File: src/rtl/spmv_stream.sv
// Sparse matrix-vector multiply engine: loads x, accumulates (row,col,data) triplets
// through a 2-stage MAC into per-row sums, then streams the row sums out under valid/ready.
module spmv_stream #(
    parameter int DIM       = 32,
    parameter int DW        = 8,
    parameter int SIGNED    = 0,
    parameter int SKIP_ZERO = 1,
    localparam int IW = $clog2(DIM),
    localparam int AW = 2*DW + $clog2(DIM)
) (
    input  logic          clk,
    input  logic          rst_n,
    output logic          in_ready_o,
    input  logic          vec_valid_i,
    input  logic [IW-1:0] vec_idx_i,
    input  logic [DW-1:0] vec_data_i,
    input  logic          w_valid_i,
    input  logic [IW-1:0] w_row_i,
    input  logic [IW-1:0] w_col_i,
    input  logic [DW-1:0] w_data_i,
    input  logic          w_last_i,
    output logic          out_valid_o,
    input  logic          out_ready_i,
    output logic [IW-1:0] out_row_o,
    output logic [AW-1:0] out_data_o,
    output logic          out_last_o
);

    typedef enum logic [1:0] {LOAD, DRAIN, OUTPUT, CLEAR} state_t;

    state_t          state_q, state_d;
    logic [DW-1:0]   x_q   [DIM];
    logic [AW-1:0]   acc_q [DIM];

    logic            s1Valid_q;
    logic [IW-1:0]   s1Row_q;
    logic [2*DW-1:0] s1Prod_q;

    logic [IW-1:0]   scan_q, scan_d;
    logic            outValid_q, outValid_d;
    logic [IW-1:0]   outRow_q, outRow_d;
    logic [AW-1:0]   outData_q, outData_d;
    logic            outLast_q, outLast_d;

    logic            loading;
    logic            vecHit, wAccept, wHit, wRowOk, wColOk;
    logic [IW-1:0]   colSafe;
    logic [DW-1:0]   xSel;
    logic [2*DW-1:0] wExt, xExt, prod;
    logic            pSign;
    logic [AW-1:0]   addend;
    logic            scanAtEnd, emitRow;

    assign loading    = (state_q == LOAD);
    assign in_ready_o = loading;

    assign vecHit  = loading && vec_valid_i && (32'(vec_idx_i) < DIM);
    assign wAccept = loading && w_valid_i;
    assign wRowOk  = (32'(w_row_i) < DIM);
    assign wColOk  = (32'(w_col_i) < DIM);
    assign wHit    = wAccept && wRowOk && wColOk;

    // Low 2*DW bits of the product of sign/zero-extended operands give the signed/unsigned product.
    assign colSafe = wColOk ? w_col_i : '0;
    assign xSel    = x_q[colSafe];
    assign wExt    = {{DW{(SIGNED != 0) & w_data_i[DW-1]}}, w_data_i};
    assign xExt    = {{DW{(SIGNED != 0) & xSel[DW-1]}}, xSel};
    assign prod    = wExt * xExt;

    assign pSign  = (SIGNED != 0) & s1Prod_q[2*DW-1];
    assign addend = {{(AW-2*DW){pSign}}, s1Prod_q};

    assign scanAtEnd = (scan_q == IW'(DIM-1));
    assign emitRow   = (SKIP_ZERO == 0) || (acc_q[scan_q] != '0) || scanAtEnd;

    always_comb begin
        state_d    = state_q;
        scan_d     = scan_q;
        outValid_d = outValid_q;
        outRow_d   = outRow_q;
        outData_d  = outData_q;
        outLast_d  = outLast_q;
        case (state_q)
            LOAD: begin
                if (wAccept && w_last_i) state_d = DRAIN;
            end
            DRAIN: begin
                if (!s1Valid_q) begin
                    state_d = OUTPUT;
                    scan_d  = '0;
                end
            end
            OUTPUT: begin
                if (outValid_q && out_ready_i && outLast_q) begin
                    state_d    = CLEAR;
                    outValid_d = 1'b0;
                end else if (!outValid_q || out_ready_i) begin
                    // One row examined per free slot; row DIM-1 always loads and then holds until accepted.
                    outValid_d = 1'b0;
                    if (emitRow) begin
                        outValid_d = 1'b1;
                        outRow_d   = scan_q;
                        outData_d  = acc_q[scan_q];
                        outLast_d  = scanAtEnd;
                    end
                    if (!scanAtEnd) scan_d = scan_q + 1'b1;
                end
            end
            CLEAR: begin
                state_d    = LOAD;
                outValid_d = 1'b0;
                outLast_d  = 1'b0;
            end
            default: state_d = LOAD;
        endcase
    end

    always_ff @(posedge clk or negedge rst_n) begin
        if (!rst_n) begin
            state_q    <= LOAD;
            scan_q     <= '0;
            outValid_q <= 1'b0;
            outRow_q   <= '0;
            outData_q  <= '0;
            outLast_q  <= 1'b0;
            s1Valid_q  <= 1'b0;
            s1Row_q    <= '0;
            s1Prod_q   <= '0;
        end else begin
            state_q    <= state_d;
            scan_q     <= scan_d;
            outValid_q <= outValid_d;
            outRow_q   <= outRow_d;
            outData_q  <= outData_d;
            outLast_q  <= outLast_d;
            s1Valid_q  <= wHit;
            if (wHit) begin
                s1Row_q  <= w_row_i;
                s1Prod_q <= prod;
            end
        end
    end

    always_ff @(posedge clk or negedge rst_n) begin
        if (!rst_n) begin
            for (int i = 0; i < DIM; i++) x_q[i] <= '0;
        end else if (state_q == CLEAR) begin
            for (int i = 0; i < DIM; i++) x_q[i] <= '0;
        end else if (vecHit) begin
            x_q[vec_idx_i] <= vec_data_i;
        end
    end

    // A single read-modify-write stage, so consecutive triplets to one row see each other's sums.
    always_ff @(posedge clk or negedge rst_n) begin
        if (!rst_n) begin
            for (int i = 0; i < DIM; i++) acc_q[i] <= '0;
        end else if (state_q == CLEAR) begin
            for (int i = 0; i < DIM; i++) acc_q[i] <= '0;
        end else if (s1Valid_q) begin
            acc_q[s1Row_q] <= acc_q[s1Row_q] + addend;
        end
    end

    assign out_valid_o = outValid_q;
    assign out_row_o   = outRow_q;
    assign out_data_o  = outData_q;
    assign out_last_o  = outLast_q;

endmodule

File: config.mk
export PLATFORM = sky130hd
export DESIGN_NAME = spmv_stream
export DESIGN_NICKNAME = d
export VERILOG_FILES = /design/src/rtl/spmv_stream.sv
export SDC_FILE = /design/constraint.sdc
export NUM_CORES = 2
export LEC_CHECK = 0
export ABC_AREA = 0
export CAP_MARGIN = 30
export CELL_PAD_IN_SITES_DETAIL_PLACEMENT = 0
export CELL_PAD_IN_SITES_GLOBAL_PLACEMENT = 1
export CORE_MARGIN = 4
export CORE_UTILIZATION = 53
export DETAILED_ROUTE_END_ITERATION = 7
export DONT_BUFFER_PORTS = 1
export PLACE_DENSITY_LB_ADDON = 0.1
export SLEW_MARGIN = 20
export SYNTH_ARGS = -nofsm -noshare
export SYNTH_HDL_FRONTEND = slang
export SYNTH_SLANG_ARGS = --single-unit
File: constraint.sdc
create_clock -name clk -period 9.2 [get_ports clk]
set_input_delay 1.84 -clock clk [delete_from_list [all_inputs] [get_ports clk]]
set_output_delay 1.84 -clock clk [all_outputs]
set_load 0.02 [all_outputs]
==> impl_metrics.toml <==
[clock_tree]
cts-buffers-inserted = 107
cts_resized = 0
clk-insertion-delay-late_ns = 0.70
hold_buffers = 0
clockRootBuffer = "clkbuf_16"
cts_tree = "built"
cts_buffer_depth = 3
path_clk_slew_ns = 0.06
htreeDepth = 3
postCtsSetupRepairBufs = 0
cts_num_sinks = 985

[critical_path]
path_buf_inv = 5
crit_type = "in2reg"
cp_top_family = "adder cells"
path_common_cell = "inv_1"
critPathCaptureType = "flop"
critPathRequiredTime_ns = 9.82
crit_chain = "mux4_2 -> mux4_2 -> mux2i_1 -> nor2b_1 -> fa_1 -> inv_1 -> fa_1 -> inv_1 -> fa_1 -> inv_1 -> fa_1 -> inv_1 -> ha_1 -> inv_1 -> a21o_1 -> a21o_1 -> a21oi_1 -> nor3_1 -> or3_1 -> a31oi_1"
arrival_ns = 7.75
critPathSlowestCell = "mux2i_1"
worstPathMaxFanout = 64
max_stage_delay_ns = 0.73
worst_setup_path_start_kind = "input port"

[placement]
io_buffers = 0
dp_hpwl_mm = 113
routabilityCongestion = 0.930
post-place-ws_ns = 1.49

[finish]
utilization_pct = 59.2
final_cell_mix = "980 x dfrtp_1, 640 x a22o_1, 498 x mux2i_1"
final_common_cell = "dfrtp_1"
layout-drive-gt1-share_pct = 18.2
nets = 4226
syn2layout_area_growth_pct = 10.4

[grt]
met1_usage_pct = 47.3
grt_use_met3_pct = 11.3
met2_usage_pct = 53.1
grt_max_degree = 986
grt_pass1_vias = 38430
grt_pass1_wl_mm = 268
grt.busiest_layer = "met2"
antenna_found_initial = 2
grt_usage_pct = 34.9
grt_overflow = 0

[yosys]
async_flop_share_pct = 100
yosysWarnings = 0
synth_edf_count = 0
avgSynthCellArea_um2 = 12.3
netlist_top_cells_area = "dfrtp_1 47%, mux4_2 12%, a22o_1 11%"
synth_top_area_share_pct = 47.2
syn_inst = 4242
yosysTopAreaCell = "dfrtp_1"
syn_nets = 4374
synth_cell_types = 64
netlist_area_mm2 = 0.0522
ys_ff_latch = 985
ys_seq_area_share_pct = 47.2
synth-main-ff-cell = "dfrtp_1"

[timing]
timing.hold.ws_ns = 0.499
max_freq_mhz = 140
slew_headroom_pct = 25.7
finalSetupTns_ns = 0
worst_slew_pin_slew_ns = 1.11
rsz0062_at_grt = "false"
slew_viol_final = 0
finalHoldViolCount = 0
fin_crit_ns = 7.13
period_share_pct = 77.5
finalSetupViolCount = 0
fin_ws_ns = 2.07
fin_skew_ns = 0.0193

[die]
start_util_pct = 53.7
num_io_pins = 66
die_y_um = 322
core_mm2 = 0.0973
std_cell_rows = 114
die_width_um = 322
die_area_mm2 = 0.104

[outcome]
status = "finished, final reports clean"

[pwr]
power_mw = 14.1
power_density_mw_per_mm2 = 244
ir_drop_uv = 204
p_leak_nw = 25.9

[job]
maxCapViolations = 0

[min_path]
worstHoldPathType = "reg2reg"

[drt]
drtIter0Drc = 4613
drc = 0
final_antenna_net_count = 0
viasPerCell = 7.10
avgRoutedWirePerCell_um = 33.1
wirelength_mm = 181
drtPass1Iterations = 6
vias = 38719
==> flip-flops by register name, indices dropped and copies added, names as in the netlist <==
register / flops
s1Prod_q: 16
out_data_o: 21
out_row_o: 5
acc_q: 672
out_last_o: 1
out_valid_o: 1
s1Row_q: 5
scan_q: 5
x_q: 256
s1Valid_q: 1
state_q: 2
==> metrics by stage <==
step | cell area [um^2] | instances
after floorplan | 52200 | 4242
after global placement | 53800 | 5251
after detailed placement | 53800 | 5254
after CTS | 57400 | 5445
after global routing | 57600 | 5452
final | 57600 | 5453
==> layout make-up <==
class	instances	area, um^2
Tap cell	1276	1600
Clock buffer	151	3110
Clock inverter	40	500
Sequential cell	985	24700
Antenna cell	1	2.50
Multi-Input combinational cell	2783	26200
Inverter	60	225
Fill cell	7871	39600
Timing Repair Buffer	157	1360
==> synth_stat cells, drive strengths merged, types with 3 or more instances <==
cell type	n
dfrtp	985
a22o	640
mux2i	498
clkbuf	318
nor2	302
mux4	287
nand2	163
a22oi	159
a21oi	109
buf	96
nand3	84
nor2b	65
inv	60
ha	58
o21ai	44
o22ai	41
nand4	38
fa	37
mux2	33
o31ai	32
nand2b	21
xnor2	18
nor3	15
nor4	13
and2	11
or3	10
xor2	10
a221oi	8
and3	8
a211oi	7
a21o	7
nor3b	7
nand3b	6
or4bb	6
a31oi	4
nand4b	4
or2	4
or4b	4
and3b	3
o211ai	3
o21a	3
==> worst paths after layout <==
kind	start	endpoint	slack [ns]	cells after the start
worst max-delay path	w_col_i[0]	s1Prod_q[15]	2.07	20
max in group asynchronous	rst_n	x_q[217]	6.00	3
worst min register to register	s1Prod_q[6]	s1Prod_q[6]	0.50	2
worst min-delay path	s1Prod_q[6]	s1Prod_q[6]	0.50	2
min in group asynchronous	rst_n	acc_q[352]	0.83	0
worst max register to register	s1Row_q[0]	acc_q[62]	2.68	16
==> routing by layer <==
| layer | vias to the layer above | wire length, um |
|---|---|---|
| met5 | - | 13 |
| met4 | 2 | 7680 |
| met2 | 2130 | 81300 |
| met1 | 20227 | 71800 |
| li1 | 15932 | - |
| met3 | 428 | 20000 |
==> where the power goes <==
group	total, mW	switching, mW	internal (mW)
clock	4.50	1.85	2.64
sequential	4.95	0.375	4.57
combinational	4.65	3.25	1.40
==> worst min-delay path, delay by kind of cell, from the launching register on <==
kind | cells | cell delay (ns)
compound gates | 1 | 0.06
flops | 1 | 0.35
simple gates | 1 | 0.05
==> cells by family after synthesis <==
kind of cell               after synthesis  synth area share (%)
DFF                                    985                  47.2
buffers and inverters                  474                  3.65
xor gates and xnor gates                28                 0.470
AOI/OAI and AO/OA                     1075                  16.2
muxes                                  818                  22.8
adders and majority gates               95                  2.81
and+or+nand+nor                        767                  6.89
Note: power is estimated with default switching activity, not from simulation.
